===== src/rtl/temp_poller_pkg.sv =====
// Shared types and constants for the ADT7301-class temperature poller.
package temp_poller_pkg;

    typedef enum logic [2:0] {
        ST_IDLE,
        ST_CS_SETUP,
        ST_SHIFT,
        ST_CS_HOLD,
        ST_DONE
    } poll_state_t;

    localparam int FRAME_BITS   = 16;
    localparam int DATA_BITS    = 14;
    localparam int LSB_PER_DEGC = 32;   // one LSB is 1/32 degC

    // Sensor marks a conversion word with 00 in the two bits above the data field.
    function automatic logic frame_ok(input logic [FRAME_BITS-1:0] w);
        return w[FRAME_BITS-1:DATA_BITS] == '0;
    endfunction

    function automatic logic [FRAME_BITS-1:0] sign_extend_data(input logic [FRAME_BITS-1:0] w);
        return {{(FRAME_BITS-DATA_BITS){w[DATA_BITS-1]}}, w[DATA_BITS-1:0]};
    endfunction

endpackage


===== src/rtl/temp_spi_shift.sv =====
// SPI mode-3 bit engine: generates SCLK and shifts in one 16-bit frame MSB first.
module temp_spi_shift
    import temp_poller_pkg::*;
#(
    parameter int CLK_DIV = 5
)(
    input  logic                  clk,
    input  logic                  rst_n,
    input  logic                  go,
    input  logic                  sdi,
    output logic                  sclk,
    output logic                  done,
    output logic [FRAME_BITS-1:0] word
);

    localparam int              BIT_W    = $clog2(FRAME_BITS);
    localparam logic [BIT_W-1:0] BIT_LAST = BIT_W'(FRAME_BITS - 1);
    localparam logic [7:0]      DIV_LAST = 8'(CLK_DIV - 1);

    logic                  active_reg;
    logic                  sclk_reg;
    logic [7:0]            phase_reg;
    logic [BIT_W-1:0]      bit_reg;
    logic [FRAME_BITS-1:0] shift_reg;
    logic                  sdi_reg;
    logic                  last_phase;

    assign last_phase = (phase_reg == DIV_LAST);
    // High during the final cycle of the last high half-period so the caller moves on without a gap.
    assign done = active_reg && sclk_reg && last_phase && (bit_reg == BIT_LAST);
    assign sclk = sclk_reg;
    assign word = shift_reg;

    always_ff @(posedge clk or negedge rst_n) begin
        if (!rst_n) begin
            active_reg <= 1'b0;
            sclk_reg   <= 1'b1;
            phase_reg  <= '0;
            bit_reg    <= '0;
            shift_reg  <= '0;
            sdi_reg    <= 1'b0;
        end else begin
            sdi_reg <= sdi;
            if (go && !active_reg) begin
                active_reg <= 1'b1;
                sclk_reg   <= 1'b0;
                phase_reg  <= '0;
                bit_reg    <= '0;
            end else if (active_reg) begin
                if (!last_phase) begin
                    phase_reg <= phase_reg + 8'd1;
                end else begin
                    phase_reg <= '0;
                    if (!sclk_reg) begin
                        // Sample on the edge that drives SCLK high; data settled during the low half.
                        sclk_reg  <= 1'b1;
                        shift_reg <= {shift_reg[FRAME_BITS-2:0], sdi_reg};
                    end else if (bit_reg == BIT_LAST) begin
                        active_reg <= 1'b0;
                    end else begin
                        sclk_reg <= 1'b0;
                        bit_reg  <= bit_reg + 1'b1;
                    end
                end
            end
        end
    end

endmodule


===== src/rtl/temp_sensor_poller.sv =====
// Autonomous periodic poller for the temperature sensor; fan hysteresis enabled by TEMP_FAN_CTRL_EN.
module temp_sensor_poller
    import temp_poller_pkg::*;
#(
    parameter int                 CLK_DIV        = 5,
    parameter int                 SAMPLE_PERIOD  = 5_000_000,
    parameter logic signed [15:0] FAN_ON_THRESH  = 16'sd1600,
    parameter logic signed [15:0] FAN_OFF_THRESH = 16'sd1280
)(
    input  logic        clk,
    input  logic        reset_n,
    input  logic        enable,
    input  logic        start,
    output logic        temp_cs_n,
    output logic        temp_sclk,
    output logic        temp_din,
    input  logic        temp_dout,
    output logic [15:0] temp_data,
    output logic        temp_valid,
    output logic        frame_err,
    output logic        busy,
    output logic        fan_ctrl
);

    localparam int                   TIMER_W    = $clog2(SAMPLE_PERIOD);
    localparam logic [TIMER_W-1:0]   TIMER_LAST = TIMER_W'(SAMPLE_PERIOD - 1);
    localparam logic [7:0]           DIV_LAST   = 8'(CLK_DIV - 1);

    if (CLK_DIV < 2 || CLK_DIV > 255) begin : g_bad_clk_div
        $error("temp_sensor_poller: CLK_DIV out of range 2..255");
    end
    if (SAMPLE_PERIOD < 256) begin : g_bad_period
        $error("temp_sensor_poller: SAMPLE_PERIOD below 256");
    end
    if (FAN_OFF_THRESH >= FAN_ON_THRESH) begin : g_bad_thresh
        $error("temp_sensor_poller: FAN_OFF_THRESH must be below FAN_ON_THRESH");
    end

    poll_state_t           state_reg;
    logic [7:0]            wait_reg;
    logic [TIMER_W-1:0]    timer_reg;
    logic                  cs_n_reg;
    logic                  busy_reg;
    logic signed [15:0]    data_reg;
    logic                  valid_reg;
    logic                  err_reg;
    logic                  expiry;
    logic                  trigger;
    logic                  go;
    logic                  shift_done;
    logic [FRAME_BITS-1:0] shift_word;

    assign expiry  = enable && (timer_reg == TIMER_LAST);
    assign trigger = start || expiry;
    assign go      = (state_reg == ST_CS_SETUP) && (wait_reg == DIV_LAST);

    temp_spi_shift #(
        .CLK_DIV (CLK_DIV)
    ) u_shift (
        .clk   (clk),
        .rst_n (reset_n),
        .go    (go),
        .sdi   (temp_dout),
        .sclk  (temp_sclk),
        .done  (shift_done),
        .word  (shift_word)
    );

    always_ff @(posedge clk or negedge reset_n) begin
        if (!reset_n) begin
            state_reg <= ST_IDLE;
            wait_reg  <= '0;
            timer_reg <= '0;
            cs_n_reg  <= 1'b1;
            busy_reg  <= 1'b0;
            data_reg  <= '0;
            valid_reg <= 1'b0;
            err_reg   <= 1'b0;
        end else begin
            valid_reg <= 1'b0;
            err_reg   <= 1'b0;
            case (state_reg)
                ST_IDLE: begin
                    if (trigger) begin
                        state_reg <= ST_CS_SETUP;
                        cs_n_reg  <= 1'b0;
                        busy_reg  <= 1'b1;
                        wait_reg  <= '0;
                        timer_reg <= '0;
                    end else if (!enable) begin
                        timer_reg <= '0;
                    end else begin
                        timer_reg <= timer_reg + 1'b1;
                    end
                end
                ST_CS_SETUP: begin
                    if (wait_reg == DIV_LAST) begin
                        wait_reg  <= '0;
                        state_reg <= ST_SHIFT;
                    end else begin
                        wait_reg <= wait_reg + 8'd1;
                    end
                end
                ST_SHIFT: begin
                    if (shift_done) state_reg <= ST_CS_HOLD;
                end
                ST_CS_HOLD: begin
                    if (wait_reg == DIV_LAST) begin
                        // Publish on entry to DONE so the strobe lands in the DONE cycle itself.
                        wait_reg  <= '0;
                        cs_n_reg  <= 1'b1;
                        state_reg <= ST_DONE;
                        if (frame_ok(shift_word)) begin
                            data_reg  <= sign_extend_data(shift_word);
                            valid_reg <= 1'b1;
                        end else begin
                            err_reg <= 1'b1;
                        end
                    end else begin
                        wait_reg <= wait_reg + 8'd1;
                    end
                end
                ST_DONE: begin
                    busy_reg  <= 1'b0;
                    state_reg <= ST_IDLE;
                end
                default: begin
                    state_reg <= ST_IDLE;
                    cs_n_reg  <= 1'b1;
                    busy_reg  <= 1'b0;
                end
            endcase
        end
    end

`ifdef TEMP_FAN_CTRL_EN
    logic fan_reg;

    always_ff @(posedge clk or negedge reset_n) begin
        if (!reset_n) begin
            fan_reg <= 1'b0;
        end else if (valid_reg) begin
            if (data_reg >= FAN_ON_THRESH)       fan_reg <= 1'b1;
            else if (data_reg <= FAN_OFF_THRESH) fan_reg <= 1'b0;
        end
    end

    assign fan_ctrl = fan_reg;
`else
    assign fan_ctrl = 1'b0;
`endif

    assign temp_cs_n  = cs_n_reg;
    assign temp_din   = 1'b0;
    assign temp_data  = data_reg;
    assign temp_valid = valid_reg;
    assign frame_err  = err_reg;
    assign busy       = busy_reg;

endmodule

===== config.mk =====
export PLATFORM = sky130hd
export DESIGN_NAME = temp_sensor_poller
export DESIGN_NICKNAME = d
export VERILOG_FILES = /design/src/rtl/temp_poller_pkg.sv /design/src/rtl/temp_spi_shift.sv /design/src/rtl/temp_sensor_poller.sv
export SDC_FILE = /design/constraint.sdc
export NUM_CORES = 1
export LEC_CHECK = 0
export BUFFER_PORTS_ARGS = -buffer_cell sky130_fd_sc_hd__buf_2
export CAP_MARGIN = 20
export CORE_MARGIN = 4
export CORE_UTILIZATION = 50
export DETAILED_ROUTE_END_ITERATION = 7
export PLACE_DENSITY = 0.72
export RECOVER_POWER = 25
export SYNTH_ARGS = -nofsm -noshare
export SYNTH_HDL_FRONTEND = slang
export SYNTH_SLANG_ARGS = --single-unit

===== constraint.sdc =====
create_clock -name clk -period 3.9 [get_ports clk]
set_input_delay 0.39 -clock clk [delete_from_list [all_inputs] [get_ports clk]]
set_output_delay 0.39 -clock clk [all_outputs]
set_load 0.05 [all_outputs]

==> reports/qor.csv <==
stage,metric,value,unit
sta,final slew viol count,0,
cts,library cell used as clock root buffer,sky130_fd_sc_hd__clkbuf_8,
pwr,proportion of power drawn by combinational gates,2.1,%
sta,Worst Slack Setup Final,1.75,ns
sta,Peak Freq,466,MHz
synthesis,"Seq/Total Area, Yosys",50.1,%
routing,wire length reported by the detailed router,7890,um
synthesis,top flip-flop cell by instance count after synthesis,sky130_fd_sc_hd__dfrtp_1,
routing,post-detailed-route DRC marker count,0,
grt,antenna violations before repair,0,
run,max capacitance violation total,0,
cells_and_area,area grow syn2layout,10.5,%
cells_and_area,antenna diode count,0,
sta,"Min Clock Period, post-route",2.15,ns
routing,Post-DRT Antenna Nets,0,
floorplan,ports placed on the boundary,28,
cts,Max Root-Sink Buffers,2,
cells_and_area,nets@finish,428,
routing,drt wl/cell,15.1,um
cts,clk slew on worst S/H paths,0.09,ns
grt,global-route wire length before repair,13500,um
synthesis,count of unique library cells instantiated by Yosys,58,
outcome,run status,"complete, no violations",
synthesis,synthesis warning total,0,
pwr,sw power,366,uW
place,GPL Wtd Cong,0.874,
cells_and_area,post-layout instance area,4580,sq um
pwr,portion of total power attributed to sequential cells,53.7,%
synthesis,Mapped Avg Cell Area,10.5,sq um
worst_setup_path,critical path startpoint category,flip-flop,
routing,number of DRC markers after the initial detailed-route iteration,142,
pwr,worst vdd ir,0.000367,V
routing,Vias/cell,5.86,
sta,final worst-path cycle share,55.0,%
place,Post-Place Cell Area,4320,sq um
sta,transition time at the pin with the least slew margin,0.932,ns
place,placed cell count,506,
routing,via count,3071,
floorplan,number of rows created at floorplan,32,
sta,Worst Clk Skew,0.00826,ns
sta,"Setup violations, final",0,
place,setup slack at placement,1.75,ns
pwr,internal power contribution,1240,uW
synthesis,share of Yosys cell area claimed by the top area cell type,48.9,%
cells_and_area,final non-filler cell total,524,
floorplan,DIE HEIGHT,99.1,um
floorplan,Core ar.,7890,sq um
synthesis,number of storage elements in the synthesis netlist,83,
synthesis,number of synthesized flops with an enable pin,0,
sta,setup TNS,0,ns
worst_setup_path,required time of the worst setup path,4.11,ns
cells_and_area,Final Core Density,58.1,%
routing,number of detailed-routing iterations run before antenna repair,5,
synthesis,largest cells by area after synthesis,"sky130_fd_sc_hd__dfrtp_1 49%, sky130_fd_sc_hd__mux2_2 5.4%, sky130_fd_sc_hd__mux2_4 3.6%",
sta,worst rel slew slack,37.9,%
worst_setup_path,"Worst Path Class, Setup",reg -> reg,
cells_and_area,"leading cell type in the layout, fill and taps excluded",sky130_fd_sc_hd__dfrtp_1,
sta,setup repair after global routing missed its margin,false,
cells_and_area,fraction of final layout cells sized beyond drive strength 1,20.4,%
pwr,Clk network pwr share,44.2,%
synthesis,combined area of all synthesized cells,4150,sq um
cts,TritonCTS clock tree,done,
place,post-detailed-placement half-perimeter wirelength,5350,um
worst_setup_path,data arrival time of the critical path,2.36,ns
grt,all-layer global routing usage,16.7,%
synthesis,fraction of registers with async set or reset after synthesis,100,%
worst_hold_path,class of the worst hold path,in -> reg,
grt,largest net degree at the start of global routing,84,
pwr,total power divided by cell area,351,nW/um^2
cells_and_area,"top library cells by usage in the layout, fill and taps aside","81 x sky130_fd_sc_hd__dfrtp_1, 31 x sky130_fd_sc_hd__nand2_1, 27 x sky130_fd_sc_hd__o21ai_0",
pwr,leakage,0.00210,uW
cells_and_area,max FFs per register,23,
synthesis,leading area contributor after synthesis,sky130_fd_sc_hd__dfrtp_1,
floorplan,full die area,9820,sq um
cts,Clock Latency Late Sink,0.35,ns
sta,final hold vios,0,
floorplan,overall die width,99.1,um
floorplan,initial cell density of the core,52.6,%
grt,number of global-route vias before repair,2767,
worst_setup_path,Critical Path Sink Type,flip-flop,
worst_setup_path,worst-path fanout max,6,
grt,total gr overflow,0,
cts,level count of the clock H-tree,3,
pwr,Switching Fraction,22.7,%
place,IO Port Bufs,25,
cts,clock sinks,83,
cts,total clock buffers created by CTS,9,
synthesis,number of cells produced by synthesis,395,
## metal layers
layer / share of wire [%] / global-route usage (%)
met5: 0 / 0
met2: 47 / 24.9
met4: 1.2 / 5.25
met3: 4.2 / 4.67
met1: 47 / 23.7
## logic make-up after synthesis
group                    after synthesis  share of synthesized area (%)
AND/OR/NAND/NOR                      146                           19.7
adder cells (fa/ha/maj)                6                           1.81
multiplexers                          34                           10.0
buffers and inverters                 32                           3.86
flip-flops                            83                           50.1
other                                  1                         0.0904
XOR/XNOR                               7                           1.48
AO/OA/AOI/OAI                         86                           12.9
## cell usage after synthesis (2+ instances only)
cell	number
sky130_fd_sc_hd__a22o_1	2
sky130_fd_sc_hd__nor2b_1	5
sky130_fd_sc_hd__inv_1	12
sky130_fd_sc_hd__o211ai_1	2
sky130_fd_sc_hd__a31oi_1	15
sky130_fd_sc_hd__dfrtp_1	81
sky130_fd_sc_hd__o21ai_0	27
sky130_fd_sc_hd__mux2i_1	4
sky130_fd_sc_hd__nor3_1	13
sky130_fd_sc_hd__xor2_1	2
sky130_fd_sc_hd__nand2b_1	11
sky130_fd_sc_hd__buf_2	5
sky130_fd_sc_hd__clkbuf_1	8
sky130_fd_sc_hd__nor2_1	25
sky130_fd_sc_hd__mux2_2	20
sky130_fd_sc_hd__nand2_1	31
sky130_fd_sc_hd__a211oi_1	4
sky130_fd_sc_hd__a21oi_1	18
sky130_fd_sc_hd__mux2_4	10
sky130_fd_sc_hd__dfstp_2	2
sky130_fd_sc_hd__nand3_1	20
sky130_fd_sc_hd__buf_4	5
sky130_fd_sc_hd__a41oi_1	2
sky130_fd_sc_hd__nor4_1	2
sky130_fd_sc_hd__and3_1	10
sky130_fd_sc_hd__ha_1	6
sky130_fd_sc_hd__nand4_1	10
sky130_fd_sc_hd__buf_6	2
sky130_fd_sc_hd__a22oi_1	3
sky130_fd_sc_hd__o31ai_1	2
sky130_fd_sc_hd__nor4b_1	2
sky130_fd_sc_hd__and4_1	4
sky130_fd_sc_hd__xnor2_1	5
## power groups by stage
stage / Combinational, uW / Sequential, uW / Clock, uW
after floorplan: 11.9 / 881 / 0
after global placement: 31.6 / 881 / 0
after detailed placement: 32.0 / 881 / 0
after CTS: 31.8 / 864 / 735
after global routing: 39.4 / 865 / 766
final: 34.6 / 864 / 712
## stage by stage
step	hold WS, ns	power, uW
after detailed placement	0.470	913
after CTS	0.118	1630
after floorplan	0.0944	893
after global placement	0.459	913
after global routing	0.117	1670
final	0.146	1610
## final cells by class
type | count | area [sq um]
repair buffers | 30 | 184
well taps | 102 | 128
clock inverters | 7 | 106
multi-input cells | 281 | 1920
clock buffers | 9 | 124
flip-flops and latches | 83 | 2080
inverters | 12 | 45.0
fillers | 671 | 3300
## worst max-delay path: stages, from the launching register on
cell                      delay, ns
sky130_fd_sc_hd__dfrtp_1       0.41
sky130_fd_sc_hd__ha_1          0.24
sky130_fd_sc_hd__nand3_1       0.18
sky130_fd_sc_hd__nor4b_4       0.38
sky130_fd_sc_hd__a21oi_1       0.23
sky130_fd_sc_hd__nor2_1        0.39
sky130_fd_sc_hd__o21ai_0       0.18
## worst paths after layout
path	from	to	slack (ns)	depth (start not counted)
worst max-delay path	timer_reg[0]	wait_reg[4]	1.75	6
worst min-delay path	temp_dout	u_shift.sdi_reg	0.15	1
worst max register to register	timer_reg[0]	wait_reg[4]	1.75	6
worst min register to register	u_shift.word[15]	temp_valid	0.48	1
max in group asynchronous	reset_n	temp_cs_n	2.34	3
min in group asynchronous	reset_n	timer_reg[7]	0.68	2
## repair_timing
action | in CTS | in global routing
hold buffers | 0 | 1
hold endpoints to repair | 0 | 12
endpoints found under the setup margin | 0 | 0
gates resized for setup | 0 | 0
setup buffers | 0 | 0
No activity file was read; power rests on OpenSTA's default activity.
